**src/rtl/call_stack_pkg.sv**
```systemverilog
// Shared definitions for the return-address stack: default sizes and the
// push/pop operation encoding that the control unit drives.
package call_stack_pkg;

  localparam int ADDR_W      = 10;
  localparam int STACK_DEPTH = 8;

  typedef enum logic [1:0] {
    OP_NONE = 2'b00,
    OP_POP  = 2'b01,
    OP_PUSH = 2'b10,
    OP_REPL = 2'b11
  } stack_op_e;

  function automatic stack_op_e decode_op(input logic push, input logic pop);
    return stack_op_e'({push, pop});
  endfunction

endpackage

```
**src/rtl/call_stack_mem.sv**
```systemverilog
// DEPTH x AW storage: one synchronous write port, one combinational read port.
// Contents are deliberately not reset.
module call_stack_mem
  import call_stack_pkg::*;
#(
  parameter int AW    = ADDR_W,
  parameter int DEPTH = STACK_DEPTH,
  parameter int PW    = $clog2(DEPTH)
) (
  input  logic          clk,
  input  logic          we,
  input  logic [PW-1:0] waddr,
  input  logic [AW-1:0] wdata,
  input  logic [PW-1:0] raddr,
  output logic [AW-1:0] rdata
);

  logic [DEPTH-1:0][AW-1:0] mem;

  always_ff @(posedge clk) begin
    if (we) mem[waddr] <= wdata;
  end

  assign rdata = mem[raddr];

endmodule

```
**src/rtl/call_stack.sv**
```systemverilog
// Hardware return-address stack feeding the PC next-address mux.
// Define CALL_STACK_WRAP_EN to make a push while full overwrite the oldest entry.
module call_stack
  import call_stack_pkg::*;
#(
  parameter int AW    = ADDR_W,
  parameter int DEPTH = STACK_DEPTH,
  localparam int PW   = $clog2(DEPTH)
) (
  input  logic          clk,
  input  logic          reset,
  input  logic          push,
  input  logic          pop,
  input  logic [AW-1:0] push_addr,
  input  logic          clr_err,
  output logic [AW-1:0] top_addr,
  output logic [PW:0]   count,
  output logic          empty,
  output logic          full,
  output logic          overflow,
  output logic          underflow
);

  localparam logic [PW:0] CNT_MAX = (PW+1)'(DEPTH);

  logic [PW-1:0] sp, sp_nxt, sp_top;
  logic [PW:0]   count_nxt;
  logic          we;
  logic [PW-1:0] waddr;
  logic          ovf_evt, unf_evt;
  logic [AW-1:0] rdata;
  stack_op_e     op;

  assign op     = decode_op(push, pop);
  assign empty  = (count == '0);
  assign full   = (count == CNT_MAX);
  assign sp_top = sp - PW'(1);

  always_comb begin
    sp_nxt    = sp;
    count_nxt = count;
    we        = 1'b0;
    waddr     = sp;
    ovf_evt   = 1'b0;
    unf_evt   = 1'b0;
    unique case (op)
      OP_PUSH: begin
        if (!full) begin
          we        = 1'b1;
          sp_nxt    = sp + PW'(1);
          count_nxt = count + 1'b1;
        end else begin
          ovf_evt = 1'b1;
`ifdef CALL_STACK_WRAP_EN
          // Circular overwrite: sp advances, count pinned at DEPTH.
          we     = 1'b1;
          sp_nxt = sp + PW'(1);
`endif
        end
      end
      OP_POP: begin
        if (!empty) begin
          sp_nxt    = sp_top;
          count_nxt = count - 1'b1;
        end else begin
          unf_evt = 1'b1;
        end
      end
      OP_REPL: begin
        if (!empty) begin
          we    = 1'b1;
          waddr = sp_top;
        end else begin
          // Nothing to pop: behave as a plain push but flag the bad pop.
          we        = 1'b1;
          sp_nxt    = sp + PW'(1);
          count_nxt = count + 1'b1;
          unf_evt   = 1'b1;
        end
      end
      default: ;
    endcase
  end

  always_ff @(posedge clk or negedge reset) begin
    if (!reset) begin
      sp        <= '0;
      count     <= '0;
      overflow  <= 1'b0;
      underflow <= 1'b0;
    end else begin
      sp        <= sp_nxt;
      count     <= count_nxt;
      overflow  <= ovf_evt | (overflow & ~clr_err);
      underflow <= unf_evt | (underflow & ~clr_err);
    end
  end

  call_stack_mem #(.AW(AW), .DEPTH(DEPTH), .PW(PW)) u_mem (
    .clk   (clk),
    .we    (we),
    .waddr (waddr),
    .wdata (push_addr),
    .raddr (sp_top),
    .rdata (rdata)
  );

  assign top_addr = empty ? '0 : rdata;

endmodule
```
**config.mk**
```make
export PLATFORM = sky130hd
export DESIGN_NAME = call_stack
export DESIGN_NICKNAME = d
export VERILOG_FILES = /design/src/rtl/call_stack_pkg.sv /design/src/rtl/call_stack_mem.sv /design/src/rtl/call_stack.sv
export SDC_FILE = /design/constraint.sdc
export NUM_CORES = 1
export LEC_CHECK = 0
export CORE_UTILIZATION = 35
export CTS_CLUSTER_DIAMETER = 200
export DETAILED_ROUTE_END_ITERATION = 12
export PLACE_DENSITY = 0.54
export SLEW_MARGIN = 10
export SYNTH_ARGS = -nofsm -noshare
export SYNTH_HDL_FRONTEND = slang
export SYNTH_SLANG_ARGS = --single-unit
```
**constraint.sdc**
```tcl
create_clock -name clk -period 6.3 [get_ports clk]
set_clock_uncertainty 0.15 [all_clocks]
set_input_delay 0.945 -clock clk [delete_from_list [all_inputs] [get_ports clk]]
set_output_delay 0.945 -clock clk [all_outputs]
set_load 0.01 [all_outputs]
```
=== After elaboration in Yosys (flattened, before gate mapping) ===
Cells that the tools add are included.
Widths: inputs -> output; s select.

* Flip-flop bits (word level): 89
* Input bits: 15
* Output and inout port bits: 18

* $add $sub $neg: 4
* Magnitude comparators: 3
* Equal/unequal tests: 7
* Muxes and demuxes: 21
* Bitwise gates (word level): 5
* Reductions and logical operators: 6

{| class="wikitable"
|+ Operator list
! operator !! count
|-
| $bwmux 80 || 1
|-
| $bmux 10 s3 || 1
|-
| $demux 10 s3 || 1
|-
| $mux 10 || 3
|-
| $mux 3 || 4
|-
| $mux 4 || 3
|-
| $pmux 4 s3 || 1
|-
| $pmux 3 s3 || 1
|-
| $lt 3x4->1 const B || 2
|-
| $ne 2x2->1 const B || 3
|-
| $mux 1 || 5
|-
| $add 4x1->4 const B || 1
|-
| $eq 2x2->1 const B || 2
|-
| $eq 4x4->1 const B || 1
|-
| $logic_not 4->1 || 1
|-
| $reduce_and 4->1 || 1
|-
| $sub 4x1->4 const B || 1
|-
| $add 3x1->3 const B || 1
|-
| $ge 3x1->1 const B || 1
|-
| $reduce_and 3->1 || 1
|-
| $reduce_bool 3->1 || 1
|-
| $sub 3x1->3 const B || 1
|-
| $and 1x1->1 || 2
|-
| $eq 2x1->1 const B || 1
|-
| other kinds (5) || 6
|}

=== Logic depth before layout (Yosys ltp) ===
Gate-level depths: netlist of run 1.

* Depth in word-level cells: 8
* Depth in mapped cells: 9
* Gate-level depth less buffers: 6

=== Modules after synthesis ===
A second synthesis of run 1 with hierarchy kept.

* Cells, all modules: 213
* Area, all modules: 3886.2 um2

{| class="wikitable"
|+ By module, submodules not included
! module !! times used !! cells an instance !! area each (um2)
|-
| call_stack_mem || 1 || 128 || 3133.0
|-
| call_stack || 1 || 85 || 753.2
|}

=== Least setup slack after synthesis of run 1 ===
Ideal clock, no wire load.

* Path type: reg-to-output
* From: reg sp[0]
* To: out top_addr[1]
* Arrival time: 2.159 ns
* Setup slack: 3.046 ns
* Cell stages (with the launch flop): 8
* Cell sequence: dfrtp_1 -> buf_2 -> buf_2 -> inv_1 -> ha_1 -> clkbuf_1 -> mux4_2 -> a22o_1

* Word-level cells in the longest chain between the ends: 4

{| class="wikitable"
|+ Ends and longest elaborated chain
! what !! RTL line !! RTL
|-
| from (decl) || call_stack.sv:26 || <nowiki>logic [PW-1:0] sp, sp_nxt, sp_top;</nowiki>
|-
| from (signal assigned) || call_stack.sv:92 || <nowiki>sp <= sp_nxt;</nowiki>
|-
| $sub 3x1->3 || call_stack.sv:37 || <nowiki>assign sp_top = sp - PW'(1);</nowiki>
|-
| $bmux 10 s3 || call_stack_mem.sv:24 || <nowiki>assign rdata = mem[raddr];</nowiki>
|-
| $mux 10 (not written as such) || call_stack_mem.sv:24 ||
|-
| $mux 10 || call_stack.sv:108 || <nowiki>assign top_addr = empty ? '0 : rdata;</nowiki>
|-
| to (decl) || call_stack.sv:16 || <nowiki>output logic [AW-1:0] top_addr,</nowiki>
|}

Every way passes these cells. The select of a mux whose other input is x is not followed.

=== Final worst setup path of run 1 ===
* From: reg sp[1]
* To: out top_addr[7]

Same word-level chain as after synthesis.

==> results of run 1 <==
report_power, final:
part           internal, mW  switching (mW)
sequential            0.763          0.0611
clock                 0.188           0.211
combinational         0.512           0.501
total                  1.46           0.773
area by class of cell:
type | count | area share (%)
Tap cell | 136 | 3.85
Sequential cell | 89 | 59.4
Multi-Input combinational cell | 107 | 23.7
Inverter | 5 | 0.425
Timing Repair Buffer | 37 | 8.10
Clock inverter | 7 | 1.73
Clock buffer | 9 | 2.80
path summary, 6_finish.rpt:
path	startpoint	endpoint	slack, ns
worst min register to register	underflow	underflow	0.39
worst max-delay path	sp[1]	top_addr[7]	2.07
max in group asynchronous	reset	underflow	4.95
worst min-delay path	underflow	underflow	0.39
worst max register to register	sp[1]	u_mem.mem[46]	2.84
min in group asynchronous	reset	count[3]	0.74
cell usage in the layout (no fill, tap or decap), types with 2 or more instances in the layout:
cell type	count
nor2b_1	4
a21oi_1	5
o21ai_0	4
clkbuf_8	9
buf_4	5
a41oi_1	3
nand3_1	2
nor2_2	2
nand2b_1	4
nor2_1	13
dfrtp_1	9
ha_1	3
a211oi_1	3
inv_6	2
mux4_2	20
nor4_1	5
o22ai_1	2
a31oi_1	4
inv_1	4
nand2_1	4
clkdlybuf4s50_1	32
edfxtp_1	80
a22o_1	11
xnor2_1	5
logic make-up after synthesis:
| family | share of synthesized area [%] |
|---|---|
| xor gates and xnor gates | 1.40 |
| AOI/OAI and AO/OA | 7.43 |
| and+or+nand+nor | 6.03 |
| adders and majority gates | 0.999 |
| DFF | 69.9 |
| buffers and inverters | 2.23 |
| muxes | 12.0 |
state kept, by name (all words and copies together), names as in the netlist:
register   count
u_mem.mem     80
overflow       1
count          4
sp             3
underflow      1
worst max-delay path, delay by kind of cell, from the launching register on:
| kind | cells | cell delay [ns] |
|---|---|---|
| fa+ha+maj | 1 | 1.01 |
| buf+inv | 2 | 0.61 |
| flops | 1 | 0.46 |
| mux | 1 | 0.43 |
| compound gates | 1 | 0.27 |
routing by layer:
metal | routed length (um) | up-vias
li1 | - | 934
met1 | 3510 | 1011
met2 | 3630 | 46
met3 | 274 | 9
met4 | 131 | 0
met5 | 0 | -
==> flow_summary.toml, run 1 <==
[die]
num_rows = 37
dieArea_sq_mm = 0.0112
die_w_um = 106
die_y_um = 106
core_sq_mm = 0.0104
initial_utilization_pct = 36.2
io_pins = 33

[timing]
hold_slack_ns = 0.387
tns_ns = 0
period_needed_ns = 4.23
rsz0062_at_grt = "no"
finalSetupViolCount = 0
drv_slew = 0
fin_ws_ns = 2.07
tightest_slew_ns = 1.07
fmax_ghz = 0.236
max-slew-margin-rel_pct = 28.6
period_share_pct = 67.2
hold_violations = 0

[clocking]
clk_pin_slew_ns = 0.10
numCtsBuffers = 9
ctsHoldBuffers = 0
clock-sinks = 89
cts_setup_buffers = 0
htree_levels = 3
clk_latency_ns = 0.36
post_cts_resized = 0
cts-root-buf = "clkbuf_8"
cts_tree = "built"
cts_buffer_depth = 2

[grt]
globalRouteOverflowTotal = 0
use_met2_pct = 23.6
antenna_found_initial = 0
grt_pass1_wl_um = 12000
grt_pass1_vias = 2097
use_met3_pct = 2.72
grt_use_total_pct = 15.0
busiest_layer = "met2"
use_met1_pct = 20.3
grt_max_degree = 27

[hold_path]
min_path_type = "register to register"
hold_path_depth = 2

[run_status]
status = "complete, no violations"

[synth]
synthArstFlopShare_pct = 10.1
syn_nets = 231
synth.distinct_cells = 38
synth_edf_count = 80
synthTopCellsByCount = "80 x edfxtp_1, 20 x mux4_2, 13 x nor2_1"
yosysTopAreaCell = "edfxtp_1"
synthFlopType = "edfxtp_1"
yosysTopAreaCellShare_pct = 63.9
synth_area_leaders = "edfxtp_1 64%, mux4_2 12%, dfrtp_1 6.0%"
synth_most_common_cell = "edfxtp_1"
synth_cells = 213
yosysWarningCount = 0
synth_area_sq_mm = 0.00376
synth.yosys.seq_area_share_pct = 69.9
syn_area_per_cell_sq_um = 17.6
synth_seq_cells = 89

[setup_path]
cp_max_fo = 23
path_class = "register to output port"
ff2ff_path_depth = 6
path_cells = "inv_1, ha_1, mux4_2, a22o_1, clkdlybuf4s50_1"
cp_slowest_cell = "ha_1"
max_stage_delay_ns = 1.01
arrival_ns = 3.14
end_kind = "output port"
cp.required_ns = 5.20
worst_setup_path_start_kind = "register"

[placed_design]
place_inst = 374
io_buffers = 32
dp.final_hpwl_um = 4560
place_area_sq_mm = 0.00422
pre_cts_ws_ns = 2.33
globalplace.congestion = 0.733

[routing]
drtIter0Drc = 156
ant_nets = 0
dr_total_vias = 2000
wl_per_cell_um = 19.4
viasPerCell = 5.13
drc = 0
firstDrtPassIters = 4
totalWireLength_um = 7550

[pwr]
power_density_mw_per_mm2 = 506
vdd_drop_max_mv = 0.256
total_power_mw = 2.24
p_leak_nw = 1.43

[finish]
diodes = 0
num-nets-final = 267
seq_area_sq_mm = 0.00263
finalNonFillerCells = 390
syn2layout_area_growth_pct = 17.6
final_util_pct = 42.6
fillers = 938
drive_gt1_share_pct = 19.3
multi_input_area_sq_mm = 0.00105
stdcell_area_sq_mm = 0.00442

[flow_run]
drv_cap = 0
Power figures use the tool's default switching activity.
==> run 2, diff against run 1 <==
- PLACE_DENSITY: 0.54 -> 0.56
- clock period: 6.3 -> 3.4 ns (I/O delays scaled with it)
==> run 2 against run 1 <==
Against the previous run:
- hold slack worse by 0.087 ns
- critical path depth stayed put
- wire length is 1.5% higher
- first-iteration DRC count is 30% lower
- setup slack worse by 1.9 ns
- sequential power is 81% higher
- largest power group unchanged
- critical path type unchanged
- clock power is 66% higher
- via count is 3.0% higher
==> flow_summary.toml, run 2 (synthesis results as in run 1) <==
[run_status]
status = "complete, no violations"

[timing]
drv_slew = 0
tightest_slew_ns = 0.922
finalSetupViolCount = 0
period_share_pct = 95.2
rsz0062_at_grt = "no"
tns_ns = 0
period_needed_ns = 3.24
max-slew-margin-rel_pct = 37.8
fin_ws_ns = 0.165
hold_violations = 0
fmax_ghz = 0.309

[setup_path]
cp.required_ns = 2.74
path_cells = "or4_4, inv_2, nor2_4, a22o_1, clkdlybuf4s50_1"
end_kind = "output port"
cp_slowest_cell = "or4_4"
max_stage_delay_ns = 0.60
critPathTopFamily = "simple AND/OR/NAND/NOR gates"
worst_setup_path_start_kind = "register"
path_class = "register to output port"
arrival_ns = 2.58
cp_max_fo = 11
path_buf_inv = 2

[clocking]
cts-root-buf = "clkbuf_8"
numCtsBuffers = 9
cts_tree = "built"
clk_pin_slew_ns = 0.09
cts_buffer_depth = 2
htree_levels = 3
clk_latency_ns = 0.35
cts_setup_buffers = 0
clock-sinks = 89

[grt]
grt_pass1_vias = 2142
grt_max_degree = 27
globalRouteOverflowTotal = 0
grt_pass1_wl_um = 12200
grt_use_total_pct = 15.2
antenna_found_initial = 0

[flow_run]
drv_cap = 0

[die]
num_rows = 37
die_y_um = 106
io_pins = 33
core_sq_mm = 0.0104
die_w_um = 106
dieArea_sq_mm = 0.0112
initial_utilization_pct = 36.2

[placed_design]
place_area_sq_mm = 0.00433
io_buffers = 32
pre_cts_ws_ns = 0.145
globalplace.congestion = 0.746
dp.final_hpwl_um = 5020

[finish]
stdcell_area_sq_mm = 0.00452
drive_gt1_share_pct = 24.2
mostFrequentLayoutCells = "80 x edfxtp_1, 32 x clkdlybuf4s50_1, 20 x mux4_2, 20 x buf_4, 12 x nor2_1"
diodes = 0
final_common_cell = "edfxtp_1"
syn2layout_area_growth_pct = 20.4
top_register = "u_mem.mem"
largest_register_ffs = 80
num-nets-final = 282
reg.largest.list = "u_mem.mem x80, count x4, sp x3"
final_util_pct = 43.6

[routing]
viasPerCell = 5.09
dr_total_vias = 2060
wl_per_cell_um = 18.9
drc = 0
firstDrtPassIters = 4
ant_nets = 0
drtIter0Drc = 109
totalWireLength_um = 7660

[pwr]
p_leak_nw = 1.49
power_density_mw_per_mm2 = 919
vdd_drop_max_mv = 0.410

[hold_path]
min_path_type = "input port to asynchronous set/reset pin"
[run 2: path summary, 6_finish.rpt]
| path | from | endpoint | slack (ns) | cells after the start |
|---|---|---|---|---|
| worst min-delay path | reset | count[3] | 0.30 | 1 |
| worst min register to register | overflow | overflow | 0.39 | 2 |
| worst max-delay path | count[2] | top_addr[8] | 0.16 | 5 |
| max in group asynchronous | reset | sp[1] | 2.51 | 1 |
| worst max register to register | count[2] | u_mem.mem[20] | 0.78 | 5 |
| min in group clk | overflow | overflow | 0.39 | 2 |
[run 2: through the flow]
| stage | power [mW] | cells | hold WS, ns |
|---|---|---|---|
| 6_report | 4.15 | 405 | 0.300 |
| 5_1_grt | 4.41 | 405 | 0.321 |
| 4_1_cts | 4.21 | 405 | 0.304 |
| 3_3_place_gp | 3.51 | 389 | 0.367 |
| 2_1_floorplan | 2.72 | 213 | 0.0644 |
| 3_5_place_dp | 3.53 | 389 | 0.379 |
[run 2: where the power goes]
| part | internal [mW] | total, mW | switching, mW |
|---|---|---|---|
| sequential | 1.41 | 1.49 | 0.0813 |
| clock | 0.272 | 0.662 | 0.390 |
| combinational | 1.01 | 2.00 | 0.989 |
[run 2: what timing repair did]
action / CTS / global route
setup endpoints to repair: 10 / 10
hold buffers: 0 / 0
gates resized for setup: 2 / 1
pin swaps: 0 / 0
[run 2: area by class of cell]
| cell class | count | area [sq um] |
|---|---|---|
| Clock buffer | 9 | 124 |
| Tap cell | 136 | 170 |
| Fill cell | 953 | 5850 |
| Sequential cell | 89 | 2630 |
| Inverter | 5 | 18.8 |
| Timing Repair Buffer | 52 | 470 |
| Clock inverter | 7 | 53.8 |
| Multi-Input combinational cell | 107 | 1060 |
[run 2: metal layers]
metal / routed length, um / vias up / global-route usage [%]
met3: 273 / 5 / 3.77
met4: 59 / 0 / 4.76
met5: 0 / - / 0
met1: 3530 / 1047 / 20.5
met2: 3800 / 40 / 24.3
li1: - / 968 / -
==> run 3, diff against run 2 <==
- CAP_MARGIN: not set -> 10
- clock period: 3.4 -> 2.96 ns (I/O delays scaled with it)
==> run 3 against run 2 <==
Against the previous run:
- setup slack got worse by 0.056 ns
- wire length grew 1.9%
- largest power group unchanged
- clock power up 24%
- sequential share of layout area decreased by 1.9 points
- non-clock buffer count rose by 17
- largest cell class unchanged
- total power is 18% higher
- first-iteration DRC count fell by 0.92%
- via count is 5.0% higher
- count of clock-buffer cells in the layout grew 1
==> flow_summary.toml, run 3 (synthesis results as in run 1) <==
[run_status]
status = "complete, no violations"

[timing]
max-slew-margin-rel_pct = 45.8
period_share_pct = 96.3
period_needed_ns = 2.85
fin_ws_ns = 0.108
rsz0062_at_grt = "no"
fmax_ghz = 0.351
hold_violations = 0
finalSetupViolCount = 0
tightest_slew_ns = 0.802
drv_slew = 0

[routing]
dr_total_vias = 2162
ant_nets = 0
drtIter0Drc = 108
drc = 0
wl_per_cell_um = 18.5
firstDrtPassIters = 4
totalWireLength_um = 7800
viasPerCell = 5.12

[die]
num_rows = 37
die_w_um = 106
dieArea_sq_mm = 0.0112
core_sq_mm = 0.0104
initial_utilization_pct = 36.2
die_y_um = 106
io_pins = 33

[placed_design]
globalplace.congestion = 0.739
dp.final_hpwl_um = 5170
pre_cts_ws_ns = -0.0180
io_buffers = 32
place_inst = 402

[clocking]
cts-root-buf = "clkbuf_8"
clock-sinks = 89
cts_tree = "built"
clk_latency_ns = 0.34
clk_pin_slew_ns = 0.09
htree_levels = 3
numCtsBuffers = 9
cts_buffer_depth = 2

[finish]
drive_gt1_share_pct = 28.7
reg.largest.list = "u_mem.mem x80, count x4, sp x3"
final_common_cell = "edfxtp_1"
seq_area_sq_mm = 0.00263
top_register = "u_mem.mem"
mostFrequentLayoutCells = "80 x edfxtp_1, 35 x buf_4, 22 x clkdlybuf4s50_1"
num-nets-final = 299
diodes = 0
fillers = 951
finalNonFillerCells = 422
syn2layout_area_growth_pct = 24.5
multi_input_area_sq_mm = 0.00107
largest_register_ffs = 80

[pwr]
vdd_drop_max_mv = 0.487
p_leak_nw = 1.61
power_density_mw_per_mm2 = 1050
total_power_mw = 4.90

[hold_path]
min_path_type = "input port to asynchronous set/reset pin"

[grt]
grt_max_degree = 27
antenna_found_initial = 0
globalRouteOverflowTotal = 0
grt_pass1_wl_um = 12200
grt_pass1_vias = 2148
grt_use_total_pct = 15.2

[setup_path]
max_stage_delay_ns = 0.57
path_buf_inv = 4
timing.rr.end = "u_mem.mem[54]"
cp_slowest_cell = "or4_4"
cp_max_fo = 10
path_class = "register to output port"
r2r_setup_slack_ns = 0.55
arrival_ns = 2.26
cp.required_ns = 2.37
end_kind = "output port"
ff2ff_path_depth = 6
worst_setup_path_start_kind = "register"
rr_startpoint = "count[2]"
path_cells = "or4_4, inv_4, buf_8, nor2_4, buf_4, a22o_1, dlygate4sd2_1"
critPathTopFamily = "buffers and inverters"

[flow_run]
drv_cap = 0
run 3: worst max path at each step:
stage / cells after the start / slack (ns) / end / from
floorplan: 9 / 0.06 / u_mem.mem[50] / sp[0]
global placement: 6 / 0.04 / top_addr[5] / sp[0]
detailed placement: 6 / -0.02 / top_addr[5] / sp[0]
CTS: 7 / 0.07 / top_addr[3] / count[2]
global route: 7 / 0.009 / top_addr[3] / count[1]
finish: 7 / 0.11 / top_addr[3] / count[1]
run 3: report_power, final:
part           internal [mW]  switching, mW
Clock                  0.395          0.426
Combinational           1.19           1.21
Sequential              1.62         0.0611
Total                   3.21           1.69
run 3: area by class of cell:
cell class / instances / area share, %
Sequential cell: 89 / 56.2
Inverter: 5 / 0.455
Tap cell: 136 / 3.64
Timing Repair Buffer: 69 / 12.8
Clock inverter: 6 / 1.44
Clock buffer: 10 / 2.73
Multi-Input combinational cell: 107 / 22.8
run 3: what timing repair did:
item / in CTS / in global routing
pin swaps: 0 / 1
endpoints found under the setup margin: 10 / 3
hold buffers: 0 / 0
gates resized for setup: 17 / 1
setup buffers: 3 / 1
run 3: stage by stage:
| step | TNS, ns | hold WS [ns] | util [%] | instance area (sq um) |
|---|---|---|---|---|
| 4_1_cts | 0 | 0.245 | 45.0 | 4660 |
| 3_3_place_gp | 0 | 0.366 | 42.7 | 4430 |
| 5_1_grt | 0 | 0.258 | 45.1 | 4680 |
| 6_report | 0 | 0.249 | 45.1 | 4680 |
| 2_1_floorplan | 0 | -0.00159 | - | 3760 |
| 3_5_place_dp | -0.0180 | 0.373 | 42.7 | 4430 |
run 3: routing by layer:
| metal | vias up | global-route usage (%) | wire length [um] |
|---|---|---|---|
| met5 | - | 0 | 0 |
| met4 | 0 | 3.77 | 48 |
| li1 | 1003 | - | - |
| met2 | 46 | 23.9 | 3780 |
| met3 | 5 | 3.83 | 301 |
| met1 | 1108 | 21.3 | 3670 |
